[src/rtl/pika_match_ctrl.sv]
// PikaBall match sequencer: drives the shared game-state bus, scores ball landings,
// picks the serving side and times the serve, point-freeze and game-over delays.
module pika_match_ctrl #(
    parameter int unsigned NET_X     = 160,
    parameter int unsigned WIN_SCORE = 15,
    parameter int unsigned SERVE_CYC = 50000000,
    parameter int unsigned POINT_CYC = 100000000,
    parameter int unsigned OVER_CYC  = 100000000,
    parameter int unsigned CNT_W     = 27
) (
    input  logic        clk,
    input  logic        reset_n,
    input  logic        start_btn,
    input  logic        ball_land,
    input  logic [11:0] ball_x,
    output logic [1:0]  game_state,
    output logic        freeze,
    output logic        serve_right,
    output logic [3:0]  score_l,
    output logic [3:0]  score_r,
    output logic        point_pulse,
    output logic        winner_right
);

    localparam int unsigned X_W     = 12;
    localparam int unsigned SCORE_W = 4;
    localparam int unsigned GS_W    = 2;

    localparam logic [X_W-1:0]     NET_POS    = X_W'(NET_X);
    localparam logic [SCORE_W-1:0] WIN_PTS    = SCORE_W'(WIN_SCORE);
    localparam logic [CNT_W-1:0]   SERVE_LAST = CNT_W'(SERVE_CYC - 1);
    localparam logic [CNT_W-1:0]   POINT_LAST = CNT_W'(POINT_CYC - 1);
    localparam logic [CNT_W-1:0]   OVER_LAST  = CNT_W'(OVER_CYC - 1);

    localparam logic [GS_W-1:0] GS_TITLE = GS_W'(0);
    localparam logic [GS_W-1:0] GS_SERVE = GS_W'(1);
    localparam logic [GS_W-1:0] GS_PLAY  = GS_W'(2);
    localparam logic [GS_W-1:0] GS_OVER  = GS_W'(3);

    typedef enum logic [2:0] {
        ST_TITLE,
        ST_SERVE,
        ST_PLAY,
        ST_POINT,
        ST_OVER
    } state_e;

    state_e             state_q, state_d;
    logic [CNT_W-1:0]   cnt_q, cnt_d;
    logic [CNT_W-1:0]   cnt_last;
    logic               cnt_run;
    logic               start_q;
    logic               start_rise;
    logic [SCORE_W-1:0] score_l_q, score_l_d;
    logic [SCORE_W-1:0] score_r_q, score_r_d;
    logic [SCORE_W-1:0] scorer_pts;
    logic               serve_right_q, serve_right_d;
    logic               point_pulse_q, point_pulse_d;
    logic               winner_right_q, winner_right_d;
    logic [GS_W-1:0]    game_state_q, game_state_d;
    logic               freeze_q, freeze_d;

    assign start_rise = start_btn & ~start_q;
    assign scorer_pts = serve_right_q ? score_r_q : score_l_q;

    // Next-state, scoring and delay-counter logic
    always_comb begin
        state_d        = state_q;
        cnt_d          = cnt_q;
        cnt_last       = '0;
        cnt_run        = 1'b0;
        score_l_d      = score_l_q;
        score_r_d      = score_r_q;
        serve_right_d  = serve_right_q;
        point_pulse_d  = 1'b0;
        winner_right_d = winner_right_q;
        game_state_d   = GS_TITLE;
        freeze_d       = 1'b0;

        case (state_q)
            ST_TITLE: begin
                if (start_rise) begin
                    score_l_d      = '0;
                    score_r_d      = '0;
                    serve_right_d  = 1'b1;
                    winner_right_d = 1'b0;
                    state_d        = ST_SERVE;
                end
            end
            ST_SERVE: begin
                cnt_run  = 1'b1;
                cnt_last = SERVE_LAST;
                if (cnt_q == SERVE_LAST) begin
                    state_d = ST_PLAY;
                end
            end
            ST_PLAY: begin
                if (ball_land) begin
                    point_pulse_d = 1'b1;
                    state_d       = ST_POINT;
                    // Landing left of the net is a point for the right player
                    if (ball_x < NET_POS) begin
                        serve_right_d = 1'b1;
                        if (score_r_q != WIN_PTS) begin
                            score_r_d = score_r_q + SCORE_W'(1);
                        end
                    end else begin
                        serve_right_d = 1'b0;
                        if (score_l_q != WIN_PTS) begin
                            score_l_d = score_l_q + SCORE_W'(1);
                        end
                    end
                end
            end
            ST_POINT: begin
                cnt_run  = 1'b1;
                cnt_last = POINT_LAST;
                if (cnt_q == POINT_LAST) begin
                    if (scorer_pts == WIN_PTS) begin
                        state_d        = ST_OVER;
                        winner_right_d = (score_r_q == WIN_PTS);
                    end else begin
                        state_d = ST_SERVE;
                    end
                end
            end
            ST_OVER: begin
                cnt_run  = 1'b1;
                cnt_last = OVER_LAST;
                if (start_rise && (cnt_q == OVER_LAST)) begin
                    state_d = ST_TITLE;
                end
            end
            default: begin
                state_d = ST_TITLE;
            end
        endcase

        // Counter restarts on any state change and parks at the state's terminal count
        if (state_d != state_q) begin
            cnt_d = '0;
        end else if (cnt_run && (cnt_q != cnt_last)) begin
            cnt_d = cnt_q + CNT_W'(1);
        end

        case (state_d)
            ST_SERVE: game_state_d = GS_SERVE;
            ST_PLAY:  game_state_d = GS_PLAY;
            ST_POINT: game_state_d = GS_PLAY;
            ST_OVER:  game_state_d = GS_OVER;
            default:  game_state_d = GS_TITLE;
        endcase
        freeze_d = (state_d == ST_POINT);
    end

    always_ff @(posedge clk) begin
        if (!reset_n) begin
            state_q        <= ST_TITLE;
            cnt_q          <= '0;
            start_q        <= 1'b0;
            score_l_q      <= '0;
            score_r_q      <= '0;
            serve_right_q  <= 1'b1;
            point_pulse_q  <= 1'b0;
            winner_right_q <= 1'b0;
            game_state_q   <= GS_TITLE;
            freeze_q       <= 1'b0;
        end else begin
            state_q        <= state_d;
            cnt_q          <= cnt_d;
            start_q        <= start_btn;
            score_l_q      <= score_l_d;
            score_r_q      <= score_r_d;
            serve_right_q  <= serve_right_d;
            point_pulse_q  <= point_pulse_d;
            winner_right_q <= winner_right_d;
            game_state_q   <= game_state_d;
            freeze_q       <= freeze_d;
        end
    end

    assign game_state   = game_state_q;
    assign freeze       = freeze_q;
    assign serve_right  = serve_right_q;
    assign score_l      = score_l_q;
    assign score_r      = score_r_q;
    assign point_pulse  = point_pulse_q;
    assign winner_right = winner_right_q;

endmodule

[config.mk]
export PLATFORM = sky130hd
export DESIGN_NAME = pika_match_ctrl
export DESIGN_NICKNAME = d
export VERILOG_FILES = /design/src/rtl/pika_match_ctrl.sv
export SDC_FILE = /design/constraint.sdc
export NUM_CORES = 1
export LEC_CHECK = 0
export CAP_MARGIN = 5
export CORE_MARGIN = 2
export CORE_UTILIZATION = 55
export CTS_CLUSTER_DIAMETER = 100
export DETAILED_ROUTE_END_ITERATION = 8
export MAX_ROUTING_LAYER = met4
export PLACE_DENSITY = 0.79
export SLEW_MARGIN = 20
export SYNTH_ARGS = -nofsm -noshare
export SYNTH_HDL_FRONTEND = slang
export SYNTH_SLANG_ARGS = --single-unit
export TNS_END_PERCENT = 20
[constraint.sdc]
create_clock -name clk -period 3.1 [get_ports clk]
set_input_delay 0.775 -clock clk [delete_from_list [all_inputs] [get_ports clk]]
set_output_delay 0.775 -clock clk [all_outputs]
set_load 0.03 [all_outputs]
==> out/results.ini, run 1 <==
[pwr]
total_power_mw = 1.07
total_leakage_power_nw = 0.924
peakVddDrop_uv = 314
power.density_mw_per_mm2 = 390

[worst_setup_path]
worst-setup-path-type = in -> reg
worstPathArrival_ps = 2820
slowest_stage = clkdlybuf4s50_1
max_stage_delay_ps = 540
end_kind = flip-flop
cp_top_family = buffers and inverters
crit_chain = clkdlybuf4s50_1 -> or3b_1 -> a21boi_1 -> buf_4 -> a31oi_1 -> or3_1 -> a21oi_1
crit_required_ps = 3320
cp-start-kind = input port
rrSetupSlack_ps = 760
cp_max_fo = 5
worst-path-buf-inv = 2

[place]
dp_hpwl_um = 3530
port_buffers = 24
gp_congestion = 0.926
dp.cells = 349

[clock_network]
cts_setup_buffers = 0
cts.clk_slew.worst_paths_ps = 80
clk_latency_ps = 290
clock_path_buffers = 2
cts_tree = done
cts-resized-gates = 0
cts_root_buf = clkbuf_8
htree_levels = 2
postCtsHoldBufs = 0
cts_buffers = 5
clkSinkCount = 45

[timing]
setup_viol = 0
fmax_ghz = 0.384
slew_violations = 0
finalHoldViolCount = 0
tightest_slew_ps = 579
grt_setup_unrepaired = no
min_period_ps = 2600
fin_skew_ps = 6.51
slew_headroom_pct = 61.3
tns_ps = 0
finalCritPeriodShare_pct = 83.9
fin_hold_ws_ps = 461

[route]
drc = 0
ant_nets = 0
dr.first_iter.drc_count = 102
via_per_inst = 5.71
wl_per_cell_um = 13.4
via_count = 2039
drt-pass1-iter-count = 4
routed_wirelength_um = 4800

[logic_synthesis]
yosysSeqAreaShare_pct = 38.2
synthArstFlopShare_pct = 0
avgSynthCellArea_um2 = 8.33
ys_types = 57
synth_seq_cells = 45
synth_area_mm2 = 0.00236
yosys_warnings = 0
synthFlopType = dfxtp_1
synth_edf_count = 0
syn_nets = 302
synth_cells = 283

[floorplan]
die_area_mm2 = 0.00483
coreArea_mm2 = 0.00406
initial_core_util_pct = 58.1
die_height_um = 69.5
rows = 23
chipWidth_um = 69.5
boundaryPins = 30

[outcome]
status = complete, no violations

[global_route]
grt_pass1_wl_um = 8310
grt_start_max_net_pins = 28
grt_pass1_vias = 1881
antenna_found_initial = 0
grt_use_total_pct = 21.2
overflow = 0

[min_path]
hold_class = reg -> reg

[final_layout]
final_nets = 325
layout.cells.non_filler = 357
antenna_cells = 0
drive_above_1_share_pct = 7.49
syn_to_final_growth_pct = 16.3

[run]
max_cap_violations = 0

-- cell usage after synthesis, types with 2 or more instances --
library cell | number | area share, %
a21boi_1 | 2 | 0.64
a21oi_1 | 15 | 3.2
a31o_2 | 2 | 0.74
a31oi_1 | 2 | 0.53
and2_1 | 7 | 1.9
and3_1 | 5 | 1.3
and4_1 | 2 | 0.74
and4b_1 | 2 | 0.85
buf_4 | 3 | 0.95
clkbuf_1 | 6 | 0.95
dfxtp_1 | 45 | 38
ha_1 | 3 | 1.6
inv_1 | 4 | 0.64
nand2_1 | 20 | 3.2
nand2b_1 | 4 | 1.1
nand3_1 | 14 | 3.0
nand3b_1 | 2 | 0.64
nand4_1 | 7 | 1.9
nand4b_1 | 2 | 0.74
nor2_1 | 46 | 7.3
nor2b_1 | 3 | 0.80
nor3_1 | 8 | 1.7
nor4_1 | 3 | 0.80
o21ai_0 | 8 | 1.7
o22ai_1 | 2 | 0.53
o311ai_0 | 2 | 0.74
o31ai_1 | 3 | 0.95
or3_1 | 6 | 1.6
or3b_1 | 2 | 0.74
or4_1 | 3 | 0.95
or4_4 | 2 | 0.95
xnor2_1 | 15 | 5.6
xor2_1 | 9 | 3.3
-- final cells by class --
class | instances | area (um2)
well taps | 50 | 62.6
clock inverters | 1 | 5.00
multi-input cells | 223 | 1390
flip-flops and latches | 45 | 901
clock buffers | 7 | 96.3
inverters | 4 | 15.0
repair buffers | 27 | 275
fillers | 345 | 1320
-- state kept, by name, indices dropped and copies added, names as in the netlist --
signal	cells
cnt_q	27
freeze	1
game_state	2
point_pulse	1
score_l	4
score_r	4
serve_right	1
start_q	1
state_q	3
winner_right	1
-- metrics by stage --
stage	cell area, um2	setup WS (ps)	util (%)
2_1_floorplan	2360	866	-
3_3_place_gp	2640	253	65.1
3_5_place_dp	2640	213	65.1
4_1_cts	2740	511	67.6
5_1_grt	2740	363	67.6
6_report	2740	498	67.6
-- placed cells by master, fill, tap and decap left out, types with 4 or more instances in the layout --
cell type,n
nor2_1,46
dfxtp_1,45
clkdlybuf4s50_1,24
nand2_1,20
a21oi_1,15
xnor2_1,15
nand3_1,14
xor2_1,9
o21ai_0,8
nor3_1,8
nand4_1,7
and2_1,7
clkbuf_8,7
or3_1,6
and3_1,5
inv_1,4
nand2b_1,4
-- metal layers --
layer	routed length (um)	GRT usage (%)
met5	0	-
met2	2210	33.7
met4	21	4.58
met3	133	3.92
met1	2430	28.5
-- worst paths after layout --
check / from / end / cells after the start
setup / recovery: start_btn / score_l[3] / 7
hold / removal: winner_right / winner_right / 2
setup reg to reg: cnt_q[8] / game_state[0] / 6
hold reg to reg: winner_right / winner_right / 2
-- power breakdown --
part	switching, mW	internal (mW)	total (mW)
sequential	0.00999	0.585	0.595
clock	0.182	0.201	0.383
combinational	0.0507	0.0422	0.0929
total	0.242	0.829	1.07
-- logic make-up (layout without fill, tap and decap cells) --
| family | count (synthesis) | after routing | synth area share [%] |
|---|---|---|---|
| buf+inv | 15 | 39 | 2.97 |
| simple gates | 147 | 147 | 34.1 |
| fa+ha+maj | 3 | 3 | 1.59 |
| flops | 45 | 45 | 38.2 |
| mux | 1 | 1 | 0.424 |
| compound gates | 48 | 48 | 13.8 |
| xor+xnor | 24 | 24 | 8.91 |
-- worst register-to-register path: stages, from the launching register on --
cell and delay, ps:
dfxtp_1 340, or4_1 590, nor3_1 240, and4bb_1 410, nand3_1 120, a22o_1 250
o311a_1 290
Note: power is estimated with default switching activity, not from simulation.
==> run 2, diff against run 1 <==
clock period = 2.4 ns   (was 3.1 ns; I/O delays follow)
==> out/results.ini, run 2 (synthesis gave the netlist of run 1 again) <==
[route]
wl_per_cell_um = 14.1  ; was 13.4 um
via_per_inst = 5.78  ; was 5.71
via_count = 2145  ; was 2039
ant_nets = 0  ; unchanged
routed_wirelength_um = 5240  ; was 4800 um
dr.first_iter.drc_count = 85  ; was 102
drt-pass1-iter-count = 4  ; unchanged
drc = 0  ; unchanged

[pwr]
total_leakage_power_nw = 1.00  ; was 0.924 nW
peakVddDrop_uv = 518  ; was 314 uV
power.density_mw_per_mm2 = 512  ; was 390 mW/mm2

[clock_network]
cts_buffers = 5  ; unchanged
cts_root_buf = clkbuf_8  ; unchanged
htree_levels = 2  ; unchanged
clk_latency_ps = 300  ; was 290 ps
cts_tree = done  ; unchanged
clock_path_buffers = 2  ; unchanged
cts_setup_buffers = 0  ; unchanged
clkSinkCount = 45  ; unchanged
cts.clk_slew.worst_paths_ps = 80  ; about the same

[worst_setup_path]
worstPathArrival_ps = 2530  ; was 2820 ps
end_kind = flip-flop  ; unchanged
worst-setup-path-type = reg -> reg  ; was in -> reg
critPathLaunch = cnt_q[26]  ; was start_btn
r2r_cells = 6  ; unchanged
worstReg2RegEnd = cnt_q[0]  ; was game_state[0]
cp-endpoint = cnt_q[0]  ; was score_l[3]
cp_max_fo = 8  ; was 5
cp-start-kind = flip-flop  ; was input port
crit_required_ps = 2620  ; was 3320 ps
r2r_start = cnt_q[26]  ; was cnt_q[8]
rrSetupSlack_ps = 90  ; was 760 ps

[min_path]
hold_path_startpoint = winner_right  ; unchanged
hold_class = reg -> reg  ; unchanged

[final_layout]
final_core_utilization_pct = 70.7  ; was 67.6%
layout.cells.non_filler = 371  ; was 357
stdcell_area_mm2 = 0.00287  ; was 0.00274 mm2
largest_reg_flops = 27  ; unchanged
antenna_cells = 0  ; unchanged
largest_register = cnt_q  ; unchanged
final_cell_mix = nor2_1, dfxtp_1, clkdlybuf4s50_1  ; unchanged
final_common_cell = nor2_1  ; unchanged
drive_above_1_share_pct = 12.5  ; was 7.49%
final_nets = 339  ; was 325
syn_to_final_growth_pct = 21.6  ; was 16.3%
fillCellCount = 324  ; was 345

[place]
dp_hpwl_um = 3800  ; was 3530 um
dpl-instance-area_mm2 = 0.00275  ; was 0.00264 mm2
port_buffers = 24  ; unchanged
dp.cells = 363  ; was 349
gp_congestion = 0.867  ; was 0.926

[global_route]
overflow = 0  ; unchanged
grt_pass1_vias = 1991  ; was 1881
grt_start_max_net_pins = 28  ; unchanged
antenna_found_initial = 0  ; unchanged
grt_pass1_wl_um = 8960  ; was 8310 um
grt_use_total_pct = 23.0  ; was 21.2%

[timing]
min_period_ps = 2310
setup_viol = 0  ; unchanged
fin_hold_ws_ps = 466  ; was 461 ps
grt_setup_unrepaired = yes  ; was no
slew_violations = 0  ; unchanged
fmax_ghz = 0.433
tightest_slew_ps = 448  ; was 579 ps
finalCritPeriodShare_pct = 96.3
slew_headroom_pct = 69.9  ; was 61.3%
finalHoldViolCount = 0  ; unchanged
fin_skew_ps = 10.9  ; was 6.51 ps

[floorplan]
die_area_mm2 = 0.00483  ; unchanged
initial_core_util_pct = 58.1  ; unchanged
coreArea_mm2 = 0.00406  ; unchanged
die_height_um = 69.5  ; unchanged
rows = 23  ; unchanged
boundaryPins = 30  ; unchanged
chipWidth_um = 69.5  ; unchanged

[outcome]
status = complete, no violations  ; unchanged

[run]
max_cap_violations = 0  ; unchanged

[run 2: layer usage]
metal,part of all wire [%],GRT usage (%),vias up
met5,0,-,-
met4,0,6.75,0
met3,4.4,5.38,0
met2,48,35.5,35
met1,47,30.3,1018
li1,-,-,1092
[run 2: report_power, final]
part / total (mW) / internal (mW) / leakage [nW] / switching, mW
Combinational: 0.133 / 0.0641 / 0.584 / 0.0688
Sequential: 0.769 / 0.756 / 0.364 / 0.0132
Clock: 0.568 / 0.311 / 0.0543 / 0.257
[run 2: repair_timing]
| action | 4_1_cts | 5_1_grt |
|---|---|---|
| resized for setup | 0 | 4 |
| hold buffers | 0 | 0 |
| setup endpoints to repair | 0 | 7 |
[run 2: stage by stage]
step	power, mW	setup TNS (ps)	setup slack (ps)
2_1_floorplan	0.860	0	229
3_3_place_gp	0.917	-866	-48.8
3_5_place_dp	0.919	-1060	-72.5
4_1_cts	1.49	0	66.3
5_1_grt	1.53	-14.3	-14.3
6_report	1.47	0	89.7
[run 2: area by class of cell]
class / instances / area (um2) / share of cell area (%)
repair buffers: 41 / 380 / 13.3
multi-input cells: 223 / 1390 / 48.6
flip-flops and latches: 45 / 902 / 31.4
clock inverters: 3 / 46.3 / 1.61
clock buffers: 5 / 68.8 / 2.40
inverters: 4 / 15.0 / 0.523
well taps: 50 / 62.6 / 2.18
[run 2: worst min path at each step]
stage / slack, ps / endpoint / cells after the start
floorplan: 460 / cnt_q[10] / 2
global placement: 450 / winner_right / 2
global route: 480 / winner_right / 2
finish: 470 / winner_right / 2
detailed placement: 450 / winner_right / 2
CTS: 470 / winner_right / 2
[run 2: critical path, cell delays in order, from the launching register on]
cell      delay (ps)
dfxtp_1          340
or4_4            550
or2_1            240
a32o_2           310
nor4_4           470
nor2_1           110
a211oi_2         220
